[src/rtl/rv_mc_ctrl.sv]
// Multicycle RV32I main control FSM: sequences fetch/decode/exec/mem/wb and drives datapath enables.
// Optional RV_MC_ILLEGAL_TRAP_EN adds a sticky 'illegal' output and a HALT trap on illegal instructions.
module rv_mc_ctrl #(
    parameter int unsigned ALUOP_W = 5,
    parameter int unsigned STATE_W = 3
) (
    input  logic               clk,
    input  logic               rstn,
    input  logic [31:0]        ir,
    input  logic               zero,
    input  logic               mem_ready,
    output logic               mem_req,
    output logic               mem_we,
    output logic               iord,
    output logic               ir_write,
    output logic               pc_write,
    output logic [1:0]         pc_src,
    output logic [1:0]         alu_src_a,
    output logic [1:0]         alu_src_b,
    output logic [ALUOP_W-1:0] alu_op,
    output logic               reg_write,
    output logic [1:0]         wd_sel,
    output logic               retire,
`ifdef RV_MC_ILLEGAL_TRAP_EN
    output logic               illegal,
`endif
    output logic [STATE_W-1:0] state_o
);

    // ALU operation encoding shared with the ALU
    localparam logic [ALUOP_W-1:0] ALUOP_ADD   = ALUOP_W'(0);
    localparam logic [ALUOP_W-1:0] ALUOP_SUB   = ALUOP_W'(1);
    localparam logic [ALUOP_W-1:0] ALUOP_SLL   = ALUOP_W'(2);
    localparam logic [ALUOP_W-1:0] ALUOP_SLT   = ALUOP_W'(3);
    localparam logic [ALUOP_W-1:0] ALUOP_SLTU  = ALUOP_W'(4);
    localparam logic [ALUOP_W-1:0] ALUOP_XOR   = ALUOP_W'(5);
    localparam logic [ALUOP_W-1:0] ALUOP_SRL   = ALUOP_W'(6);
    localparam logic [ALUOP_W-1:0] ALUOP_SRA   = ALUOP_W'(7);
    localparam logic [ALUOP_W-1:0] ALUOP_OR    = ALUOP_W'(8);
    localparam logic [ALUOP_W-1:0] ALUOP_AND   = ALUOP_W'(9);
    localparam logic [ALUOP_W-1:0] ALUOP_BEQ   = ALUOP_W'(10);
    localparam logic [ALUOP_W-1:0] ALUOP_BNE   = ALUOP_W'(11);
    localparam logic [ALUOP_W-1:0] ALUOP_BLT   = ALUOP_W'(12);
    localparam logic [ALUOP_W-1:0] ALUOP_BGE   = ALUOP_W'(13);
    localparam logic [ALUOP_W-1:0] ALUOP_BLTU  = ALUOP_W'(14);
    localparam logic [ALUOP_W-1:0] ALUOP_BGEU  = ALUOP_W'(15);
    localparam logic [ALUOP_W-1:0] ALUOP_LUI   = ALUOP_W'(16);
    localparam logic [ALUOP_W-1:0] ALUOP_AUIPC = ALUOP_W'(17);
    localparam logic [ALUOP_W-1:0] ALUOP_JALR  = ALUOP_W'(18);

    localparam logic [6:0] OPC_OP     = 7'b0110011;
    localparam logic [6:0] OPC_OPIMM  = 7'b0010011;
    localparam logic [6:0] OPC_LOAD   = 7'b0000011;
    localparam logic [6:0] OPC_STORE  = 7'b0100011;
    localparam logic [6:0] OPC_BRANCH = 7'b1100011;
    localparam logic [6:0] OPC_LUI    = 7'b0110111;
    localparam logic [6:0] OPC_AUIPC  = 7'b0010111;
    localparam logic [6:0] OPC_JAL    = 7'b1101111;
    localparam logic [6:0] OPC_JALR   = 7'b1100111;

    typedef enum logic [STATE_W-1:0] {
        ST_RST    = STATE_W'(0),
        ST_FETCH  = STATE_W'(1),
        ST_DECODE = STATE_W'(2),
        ST_EXEC   = STATE_W'(3),
        ST_MEM    = STATE_W'(4),
        ST_WB     = STATE_W'(5),
        ST_HALT   = STATE_W'(6)
    } state_t;

    state_t     state;
    state_t     state_n;
    logic       trap_c;
    logic [6:0] opcode;
    logic [2:0] funct3;
    logic       opc_legal;
    logic       unused_ir_c;

    assign opcode      = ir[6:0];
    assign funct3      = ir[14:12];
    assign unused_ir_c = ^{ir[31], ir[29:15], ir[11:7]};
    assign state_o     = state;

    // funct3 -> ALU op for OP / OP-IMM; SUB only exists in the register form
    function automatic logic [ALUOP_W-1:0] arith_op(input logic [2:0] f3, input logic alt, input logic is_op);
        logic [ALUOP_W-1:0] op;
        case (f3)
            3'b000:  op = (alt && is_op) ? ALUOP_SUB : ALUOP_ADD;
            3'b001:  op = ALUOP_SLL;
            3'b010:  op = ALUOP_SLT;
            3'b011:  op = ALUOP_SLTU;
            3'b100:  op = ALUOP_XOR;
            3'b101:  op = alt ? ALUOP_SRA : ALUOP_SRL;
            3'b110:  op = ALUOP_OR;
            default: op = ALUOP_AND;
        endcase
        return op;
    endfunction

    always_comb begin
        case (opcode)
            OPC_OP, OPC_OPIMM, OPC_LOAD, OPC_STORE, OPC_BRANCH,
            OPC_LUI, OPC_AUIPC, OPC_JAL, OPC_JALR: opc_legal = 1'b1;
            default:                               opc_legal = 1'b0;
        endcase
    end

    always_ff @(posedge clk or negedge rstn) begin
        if (!rstn) begin
            state <= ST_RST;
        end else begin
            state <= state_n;
        end
    end

`ifdef RV_MC_ILLEGAL_TRAP_EN
    // Sticky trap flag; only reset clears it
    always_ff @(posedge clk or negedge rstn) begin
        if (!rstn) begin
            illegal <= 1'b0;
        end else if (trap_c) begin
            illegal <= 1'b1;
        end
    end
`endif

    // Next-state and datapath control
    always_comb begin
        state_n   = state;
        trap_c    = 1'b0;
        mem_req   = 1'b0;
        mem_we    = 1'b0;
        iord      = 1'b0;
        ir_write  = 1'b0;
        pc_write  = 1'b0;
        pc_src    = 2'd0;
        alu_src_a = 2'd0;
        alu_src_b = 2'd0;
        alu_op    = ALUOP_ADD;
        reg_write = 1'b0;
        wd_sel    = 2'd0;
        retire    = 1'b0;

        case (state)
            ST_RST: state_n = ST_FETCH;

            ST_FETCH: begin
                mem_req   = 1'b1;
                alu_src_b = 2'd2;
                if (mem_ready) begin
                    ir_write = 1'b1;
                    pc_write = 1'b1;
                    state_n  = ST_DECODE;
                end
            end

            // Precompute the PC-relative target into ALUOut
            ST_DECODE: begin
                alu_src_a = 2'd2;
                alu_src_b = 2'd1;
                if (opc_legal) begin
                    state_n = ST_EXEC;
                end else begin
                    trap_c = 1'b1;
                end
            end

            ST_EXEC: begin
                case (opcode)
                    OPC_OP, OPC_OPIMM: begin
                        alu_src_a = 2'd1;
                        alu_src_b = (opcode == OPC_OP) ? 2'd0 : 2'd1;
                        alu_op    = arith_op(funct3, ir[30], opcode == OPC_OP);
                        state_n   = ST_WB;
                    end
                    OPC_LOAD, OPC_STORE: begin
                        alu_src_a = 2'd1;
                        alu_src_b = 2'd1;
                        state_n   = ST_MEM;
                    end
                    OPC_BRANCH: begin
                        if (funct3 == 3'b010 || funct3 == 3'b011) begin
                            trap_c = 1'b1;
                        end else begin
                            alu_src_a = 2'd1;
                            pc_write  = zero;
                            pc_src    = 2'd1;
                            retire    = 1'b1;
                            state_n   = ST_FETCH;
                            case (funct3)
                                3'b000:  alu_op = ALUOP_BEQ;
                                3'b001:  alu_op = ALUOP_BNE;
                                3'b100:  alu_op = ALUOP_BLT;
                                3'b101:  alu_op = ALUOP_BGE;
                                3'b110:  alu_op = ALUOP_BLTU;
                                default: alu_op = ALUOP_BGEU;
                            endcase
                        end
                    end
                    OPC_LUI: begin
                        alu_src_b = 2'd1;
                        alu_op    = ALUOP_LUI;
                        state_n   = ST_WB;
                    end
                    OPC_AUIPC: begin
                        alu_src_a = 2'd2;
                        alu_src_b = 2'd1;
                        alu_op    = ALUOP_AUIPC;
                        state_n   = ST_WB;
                    end
                    // rd takes the already-incremented PC on the same edge PC moves
                    OPC_JAL: begin
                        pc_write  = 1'b1;
                        pc_src    = 2'd1;
                        reg_write = 1'b1;
                        wd_sel    = 2'd2;
                        retire    = 1'b1;
                        state_n   = ST_FETCH;
                    end
                    OPC_JALR: begin
                        alu_src_a = 2'd1;
                        alu_src_b = 2'd1;
                        alu_op    = ALUOP_JALR;
                        pc_write  = 1'b1;
                        pc_src    = 2'd2;
                        reg_write = 1'b1;
                        wd_sel    = 2'd2;
                        retire    = 1'b1;
                        state_n   = ST_FETCH;
                    end
                    default: trap_c = 1'b1;
                endcase
            end

            ST_MEM: begin
                mem_req = 1'b1;
                iord    = 1'b1;
                mem_we  = (opcode == OPC_STORE);
                if (mem_ready) begin
                    if (opcode == OPC_STORE) begin
                        retire  = 1'b1;
                        state_n = ST_FETCH;
                    end else begin
                        state_n = ST_WB;
                    end
                end
            end

            ST_WB: begin
                reg_write = 1'b1;
                wd_sel    = (opcode == OPC_LOAD) ? 2'd1 : 2'd0;
                retire    = 1'b1;
                state_n   = ST_FETCH;
            end

            ST_HALT: state_n = ST_HALT;

            default: state_n = ST_RST;
        endcase

        // Illegal instruction: trap to HALT, or retire as a NOP
        if (trap_c) begin
`ifdef RV_MC_ILLEGAL_TRAP_EN
            state_n = ST_HALT;
`else
            retire   = 1'b1;
            pc_write = 1'b0;
            state_n  = ST_FETCH;
`endif
        end
    end

endmodule
[config.mk]
export PLATFORM = sky130hd
export DESIGN_NAME = rv_mc_ctrl
export DESIGN_NICKNAME = d
export VERILOG_FILES = /design/src/rtl/rv_mc_ctrl.sv
export SDC_FILE = /design/constraint.sdc
export NUM_CORES = 1
export LEC_CHECK = 0
export BUFFER_PORTS_ARGS = -buffer_cell sky130_fd_sc_hd__buf_2
export CELL_PAD_IN_SITES_DETAIL_PLACEMENT = 2
export CELL_PAD_IN_SITES_GLOBAL_PLACEMENT = 2
export CORE_MARGIN = 2
export CORE_UTILIZATION = 16
export DETAILED_ROUTE_END_ITERATION = 10
export PLACE_DENSITY = 0.76
export SYNTH_ARGS = -nofsm -noshare
export SYNTH_HDL_FRONTEND = slang
export SYNTH_SLANG_ARGS = --single-unit
export TNS_END_PERCENT = 1
[constraint.sdc]
create_clock -name clk -period 1.4 [get_ports clk]
set_input_delay 0.28 -clock clk [delete_from_list [all_inputs] [get_ports clk]]
set_output_delay 0.28 -clock clk [all_outputs]
set_load 0.005 [all_outputs]
# ---- After elaboration in Yosys (flattened, before gate mapping)
# Index checks and enable logic that the tools add are counted.
dict set report totals {
  regBits 3
  input_bits 36
}
dict set report classes {
  eq_ne 26
  n_mux 48
  reduce_logical 15
}
# op count
set op_table {}
lappend op_table {{case mux 4 bit (7 select lines)} 1}
lappend op_table {{case mux 5 bit (5 select lines)} 1}
lappend op_table {{== test 7 x 6 -> 1 bit, second input constant} 3}
lappend op_table {{== test 7 bit, second input constant} 3}
lappend op_table {{two-way mux 1 bit} 20}
lappend op_table {{== test 3 bit, second input constant} 6}
lappend op_table {{two-way mux 3 bit} 6}
lappend op_table {{case mux 2 bit (3 select lines)} 3}
lappend op_table {{case mux 3 bit (6 select lines)} 1}
lappend op_table {{case mux 3 bit (5 select lines)} 1}
lappend op_table {{== test 7 x 5 -> 1 bit, second input constant} 2}
lappend op_table {{case mux 1 bit (2 select lines)} 7}
lappend op_table {{== test 3 x 2 -> 1 bit, second input constant} 4}
lappend op_table {{case mux 3 bit (4 select lines)} 1}
lappend op_table {{OR reduction 2 bit} 5}
lappend op_table {{OR reduction 5 bit} 2}
lappend op_table {{!= test 3 bit, second input constant} 3}
lappend op_table {{OR reduction 9 bit} 1}
lappend op_table {{case mux 2 bit (2 select lines)} 2}
lappend op_table {{OR reduction 8 bit} 1}
lappend op_table {{== test 7 x 2 -> 1 bit, second input constant} 1}
lappend op_table {{== test 3 x 1 -> 1 bit, second input constant} 2}
lappend op_table {{zero test 3 bit} 2}
lappend op_table {{!= test 6 x 5 -> 1 bit, second input constant} 1}
lappend op_table {{9 further kinds} 10}

# ---- Depth between registers and ports, before layout
# Gate-level depths: netlist of the first run.
dict set report logic_depth {
  word_depth 7
  depth_mapped 6
  depth_no_buf 5
}

# ---- Worst setup path before layout of the first run
# Ideal clock, no wire load.
dict set report synth_path {
  path_kind {register -> output}
  start {reg state[2] (netlist: state_o[2])}
  end {out alu_src_b[0]}
  stages_incl_launch_ff 6
  setup_slack_ps -180
  n_path_buf 1
  arrival_ps 1300
  path_cell_list {dfrtp_1 buf_2 and3b_1 nand2_1 nor3_1 a21o_1}
}
dict set report synth_between {
  elab_chain_len 2
}
# element line_no
set synth_lines {}
lappend synth_lines {{from (decl)} 71} ;# state_t state;
lappend synth_lines {{from (signal assigned)} 112} ;# state <= state_n;
lappend synth_lines {{== test 3 x 2 -> 1 bit / == test 3 x 1 -> 1 bit (equally long branches)} 144} ;# case (state)
lappend synth_lines {{case mux 2 bit (3 select lines) *} 144}
lappend synth_lines {{to (decl)} 19} ;# output logic [1:0] alu_src_b,
# Every way passes the cells marked *; elsewhere a longest branch is shown, timed or not.

# ---- Worst setup path after layout of the first run
dict set report layout_path {
  start {reg state[1] (netlist: state_o[1])}
  end {out retire}
}
dict set report layout_between {
  elab_chain_len 3
}
# element line_no
set layout_lines {}
lappend layout_lines {{== test 3 bit / == test 3 x 2 -> 1 bit (equally long branches)} 144}
lappend layout_lines {{case mux 1 bit (3 select lines) / case mux 1 bit (2 select lines) (equally long branches)} 144}
lappend layout_lines {{two-way mux 1 bit *} 262} ;# if (trap_c) begin
lappend layout_lines {{to (decl)} 23} ;# output logic retire,
# Marks and branches as above.

==> results.txt, run 1 <==
The flow ran to the end, but the final reports show violations. The checks that failed: negative setup slack. Counting flops and latches in the post-synthesis netlist gives 3. The number of cells in the finished layout apart from fillers is 236. The remaining max-slew budget at the tightest pin came out at 0.771. The area of the multi-input gates came out at 768 µm². The first-pass GRT wire length came out at 6600 µm.

The most critical setup path has its startpoint at state_o[1]. The tool flagged a number of max-cap violations equal to 0. TritonCTS built the clock tree. The launching point of the worst reg2reg path is state_o[2]. The final wirelength came out at 4010 µm.

In this run the core area contains 24 standard-cell rows. The average via count per standard cell came out at 4.75. The required time of the critical path is 1120 ps. The final HPWL from detailed placement is 3270 µm. The measured slew at the worst slew-check pin came out at 341 ps.

The clock skew after layout is 1.21 ps. Routed signal wires occupy layers up through met4. In the final routed layout, each cell accounts on average for 17.0 µm. The routability-driven placement congestion ratio is 0.852. The top-level I/O count is 59. The worst hold margin came out at 385 ps. The final cycle utilization of the critical path is 1.37. The total number of vias is 1,122. The starting density of the core came out at 0.166. In this run the standard cell core region covers 4350 µm².

The count of H-tree levels built during CTS came out at 1. In this run the worst path has a maximum fanout of 7. The clock latency on the worst-skew pair came out at 220 ps. In the synthesized netlist the async set-or-reset flop fraction comes to 1.00. The wire length the detailed router placed on met1 is 1430 µm. The setup slack of the critical path after layout came out at -512 ps. The number of global-route vias before repair is 1,283. The final antenna diode count is 0.

The worst setup path is captured at a primary output. In this run the remaining antenna-violating nets after routing total 0. The synthesized netlist net count came out at 140. The die span in y came out at 71.3 µm. The buffer levels on the longest clock path came out at 2. Among all flip-flop cells after synthesis, the most frequent one is dfrtp_1. The die width came out at 71.3 µm. The top achievable clock speed came out at 523 MHz. The number of warnings reported in the yosys synthesis log is 0. The setup violation total in the final timing report came out at 21. The detailed router finished its first iteration with 19 violations. The clock slew at the register clock pins of the worst setup and hold paths is 30 ps.

The total power after layout is 1.89 mW. The synthesized instance count is 104. Counting distinct cell types in the post-synthesis netlist gives 46.

The cell sitting at the root of the clock tree is a clkbuf_8. The number of sinks driven by the clock tree came out at 3. Of the cells placed in the final design, the portion with a size suffix greater than 1 is 0.630.

The most common cell after layout, fill and taps aside is buf_4. After global routing the overflow that remains totals 0. The detailed-router iteration count before antenna repair is 4. For the finished layout, the period the worst path requires is 1910 ps. Setup repair after global routing could not meet its margin everywhere. The area used by sequential logic in the layout came out at 77.6 µm². The final-stage net count is 221. Of the synthesized area, sequential elements account for 0.104. The growth of design area from synthesis to finish came out at 109%. The power per standard cell area came out at 1250 nW/µm². The startpoint type of the worst setup path is a register.

The synthesized area per cell is 6.97 µm². Prior to clock tree synthesis, the placed netlist has a worst setup slack of -422 ps. The path type of the worst setup path is register to primary output. The final number of max-transition violations is 0. The worst ir drop on vdd came out at 0.000379 V.

The mapped cell area came out at 724 µm². The filler cell count is 518. The largest net degree at the start of global routing is 10. The final routed DRC violation total is 0. Data on the critical path arrives at its endpoint at 1630 ps. The clock buffer count from CTS is 3. The library cells used most frequently in the layout, excluding fill and tap cells, are buf_4, buf_2, nor2_1, nand2_1, nand2b_1. The amount of wire on met3 after detailed routing came out at 104 µm. The cell total after placement is 231. The number of port buffers is 37. The type of the tightest min-delay check is input port to async pin.

The total leakage power came out at 0.722 nW. Counting flops with a built-in enable in the synthesized netlist gives 0. The initial antenna violation count is 0. The detailed route wirelength on metal2 came out at 2430 µm. The number of hold-slack violations in the final timing report is 0.

The floorplan step defined a die boundary enclosing 5080 µm². The register with the most flip-flops in the layout has 3 of them. The all-layer global routing usage is 0.164.
-- per-stage QoR --
step / TNS (ps) / cell area [µm²] / utilization
after CTS: -6450 / 1440 / 0.331
after global placement: -4220 / 1310 / 0.301
after detailed placement: -5420 / 1310 / 0.301
final: -5940 / 1510 / 0.347
after floorplan: -540 / 774 / -
after global routing: -7640 / 1510 / 0.347
-- worst max-delay path: stages (launching register included) --
cell and delay, ps:
dfrtp_2 430, and2b_2 240, a41oi_2 140, o22ai_1 90, or3_1 370, buf_2 140
-- worst paths after layout --
path,to,depth (start not counted),slack [ps]
max reg2reg,state_o[0],5,-190
max in group asynchronous,state_o[2],2,900
min reg2reg,state_o[0],2,740
min,state_o[0],2,380
min in group clk,state_o[1],4,520
max,retire,5,-510
-- routing by layer --
layer / track usage / vias to the layer above
li1: - / 546
met1: 0.171 / 547
met2: 0.344 / 25
met3: 0.0127 / 4
met4: 0.0398 / 0
met5: 0 / -
-- final cells by class --
| type | count | share of cell area |
|---|---|---|
| clock buffers | 4 | 0.0298 |
| inverters | 3 | 0.00744 |
| well taps | 52 | 0.0430 |
| multi-input cells | 92 | 0.508 |
| repair buffers | 82 | 0.361 |
| flip-flops and latches | 3 | 0.0513 |
-- kinds of logic (layout without fill, tap and decap cells) --
kind of cell / count (synthesis) / count (layout) / share of synthesized area
DFF: 3 / 3 / 0.104
buffers and inverters: 9 / 89 / 0.0587
muxes: 1 / 1 / 0.0138
and+or+nand+nor: 62 / 62 / 0.527
AOI/OAI and AO/OA: 28 / 28 / 0.285
xor gates and xnor gates: 1 / 1 / 0.0121
-- report_power, final --
part	internal (mW)	total, mW	leakage [nW]	switching, mW
Clock	0.195	0.256	0.0228	0.0615
Combinational	0.755	1.44	0.665	0.687
Sequential	0.136	0.197	0.0343	0.0606
Total	1.09	1.89	0.722	0.809
-- Yosys cell counts, types with 2 or more instances --
| cell | number | area, µm² |
|---|---|---|
| a21oi_1 | 4 | 20.0 |
| and2_1 | 2 | 12.5 |
| and2b_1 | 2 | 15.0 |
| and3b_1 | 3 | 26.3 |
| buf_2 | 4 | 20.0 |
| dfrtp_1 | 3 | 75.1 |
| inv_1 | 3 | 11.3 |
| nand2_1 | 11 | 41.3 |
| nand2b_1 | 6 | 37.5 |
| nand3b_1 | 2 | 15.0 |
| nand4_1 | 2 | 12.5 |
| nor2_1 | 10 | 37.5 |
| nor2b_1 | 6 | 37.5 |
| nor3_1 | 4 | 20.0 |
| nor3b_1 | 3 | 22.5 |
| o21ai_0 | 4 | 20.0 |
| o21ai_1 | 3 | 15.0 |
| o311ai_1 | 2 | 17.5 |
| or3_1 | 3 | 18.8 |
-- what timing repair did --
action / in CTS / in global routing
hold buffers: 1 / 0
endpoints found under the setup margin: 22 / 23
hold endpoints to repair: 3 / 0
pin swaps: 5 / 2
setup buffers: 0 / 0
gates resized for setup: 21 / 15
Note: power is estimated with default switching activity, not from simulation.
==> run 2: changes to the inputs <==
==> config.mk (replaced) <==
export PLATFORM = sky130hd
export DESIGN_NAME = rv_mc_ctrl
export DESIGN_NICKNAME = d
export VERILOG_FILES = /design/src/rtl/rv_mc_ctrl.sv
export SDC_FILE = /design/constraint.sdc
export NUM_CORES = 1
export LEC_CHECK = 0
export BUFFER_PORTS_ARGS = -buffer_cell sky130_fd_sc_hd__buf_2
export CELL_PAD_IN_SITES_DETAIL_PLACEMENT = 1
export CELL_PAD_IN_SITES_GLOBAL_PLACEMENT = 1
export CORE_MARGIN = 2
export CORE_UTILIZATION = 22
export DETAILED_ROUTE_END_ITERATION = 10
export PLACE_DENSITY = 0.77
export SYNTH_ARGS = -nofsm -noshare
export SYNTH_HDL_FRONTEND = slang
export SYNTH_SLANG_ARGS = --single-unit
export TNS_END_PERCENT = 1
==> results.txt, run 2 (synthesized netlist as in run 1, its figures left out) <==
The flow ran to the end, but the final reports show violations. The final reports fail on negative setup slack. The first-pass GRT wire length is 5570 µm (-16%).

The worst register-to-register path ends at state_o[0]. The number of hold-slack violations in the final timing report is 0 (unchanged). The core outline area came to 3100 µm² (-29%).

The final routed DRC violation total came out at 0 (unchanged). The average via count per standard cell is 4.96 (+4.2%). The number of flip-flops in the largest register came out at 3 (unchanged). The flop-to-flop setup slack was -260 ps (-70 ps). The overflow left after global routing came out at 0 (unchanged).

The cell count of the worst reg-to-reg path is 5 (unchanged). The final HPWL from detailed placement is 2670 µm (-18%). The measured slew at the worst slew-check pin is 333 ps (-8.40 ps). The count of H-tree levels built during CTS was 1 (unchanged). The worst ir drop on vdd is 0.000702 V (+85%). The routability-driven placement congestion ratio is 0.800 (-6.2%).

The post-route antenna net violation count was 0 (unchanged). The number of global-route vias before repair is 1,163 (-9.4%). The wire length the detailed router placed on met1 came out at 1660 µm (+16%). The per-cell routed wire length is 16.3 µm (-3.7%).

The total leakage power is 0.675 nW (-6.5%). The final antenna diode count is 0 (unchanged). The kind of end point of the critical path is a primary output. The buffer levels on the longest clock path was 2 (unchanged). The total number of vias is 1,130 (+0.71%). The setup slack of the critical path after layout is -533 ps (-21.4 ps). The path type of the worst setup path is register to primary output. The minimum clock period is 1930 ps (+21.4 ps). The required time of the critical path came to 1120 ps (about the same). The final number of max-transition violations is 0 (unchanged).

The detailed route wirelength on metal2 came out at 1900 µm (-22%). The clock buffer count from CTS is 3 (unchanged). The number of sinks driven by the clock tree came to 3 (unchanged). The critical path arrival was 1650 ps (+20 ps). The die span in y came out at 61.4 µm (-14%). The all-layer global routing usage is 0.195 (+0.0315).

The proportion of layout cells with a drive suffix above 1 is 0.587 (-0.0435). The initial antenna violation count is 0 (unchanged). Clock tree synthesis selected as its root buffer the cell clkbuf_4. The final-stage net count came out at 221 (unchanged). The TritonCTS clock tree is built. The amount of wire on met3 after detailed routing is 146 µm (+40%).

The top-level I/O count is 59 (unchanged). Compared with the post-synthesis result, the final layout area differs by 95.2%. The largest net degree at the start of global routing is 12 (+2). The first-iteration detailed-routing DRC count came out at 19 (unchanged). The most common cell after layout, fill and taps aside is buf_4. The die footprint was 3770 µm² (-26%). The setup violation total in the final timing report came to 22 (+4.8%). The uppermost layer routed is met4.

The clock skew after layout came out at 8.55 ps (+7.34 ps). The type of the tightest min-delay check is input port to async pin. The maximum fanout along the worst path is 6 (-1). The remaining max-slew budget at the tightest pin is 0.777 (+0.00564). Setup repair after global routing could not meet its margin everywhere. The final wirelength was 3730 µm (-7.0%). The total number of placement rows came out at 20 (-17%). The number of max-cap violations was 0 (unchanged). The worst register-to-register path begins at state_o[2]. The startpoint type of the worst setup path is a register. The detailed-router iteration count before antenna repair was 4 (unchanged). The total power after layout is 1.71 mW (-9.8%).

The top cell types in the final layout, fill and taps aside, are buf_4, buf_2, nor2_1, nand2_1, nand2b_1. The clock slew at the register clock pins of the worst setup and hold paths came out at 50 ps (+20 ps). The setup TNS is -6670 ps (-731 ps).

The number of port buffers was 37 (unchanged). The clock latency on the worst-skew pair was 240 ps (+20 ps). The die width is 61.4 µm (-14%).

The top achievable clock speed is 517 MHz (-1.1%). The final cycle utilization of the critical path is 1.38 (+0.0153). The power per standard cell area is 1210 nW/µm² (-3.5%). The starting density of the core was 0.233 (+0.0671).
[run 2: where the power goes]
group	total, mW	switching [mW]	internal (mW)
Combinational	1.35	0.653	0.698
Sequential	0.194	0.0586	0.136
Clock	0.163	0.0555	0.108
Total	1.71	0.767	0.941
[run 2: how the worst max path moves through the flow]
stage | from | to | slack, ps | depth (start not counted)
after floorplan | state_o[2] | retire | -110 | 5
after global placement | ir[6] | alu_op[3] | -370 | 5
after global routing | state_o[1] | retire | -590 | 5
final | state_o[2] | retire | -530 | 5
after CTS | state_o[2] | retire | -510 | 5
after detailed placement | ir[3] | alu_op[3] | -420 | 5
[run 2: final cells by class]
type | count | area, µm²
fillers | 414 | 1690
multi-input cells | 92 | 718
repair buffers | 82 | 526
flip-flops and latches | 3 | 77.6
well taps | 44 | 55.1
clock buffers | 4 | 26.3
inverters | 3 | 11.3
[run 2: repair_timing]
item / 4_1_cts / 5_1_grt
setup buffers: 0 / 1
setup endpoints to repair: 22 / 23
resized for setup: 8 / 9
hold endpoints to repair: 3 / 0
pin swaps: 1 / 2
hold buffers: 1 / 0
[run 2: critical path: stages (launching register included)]
cell      delay [ps]
dfrtp_2          420
and2b_1          240
nand2_2          160
a211oi_4          70
or3_1            380
buf_2            140
[run 2: metrics by stage]
step | instance area (µm²) | cells | util | hold slack, ps | setup WS, ps
after floorplan | 774 | 104 | - | -15.6 | -111
after global placement | 1290 | 222 | 0.416 | 72.3 | -370
after detailed placement | 1290 | 222 | 0.416 | 75.8 | -419
after CTS | 1360 | 227 | 0.439 | 366 | -507
after global routing | 1410 | 228 | 0.456 | 405 | -587
final | 1410 | 228 | 0.456 | 397 | -533
[run 2: layer usage]
metal | vias up | track usage
li1 | 552 | -
met1 | 545 | 0.261
met2 | 31 | 0.350
met3 | 2 | 0.0189
met4 | 0 | 0.0243
met5 | - | 0
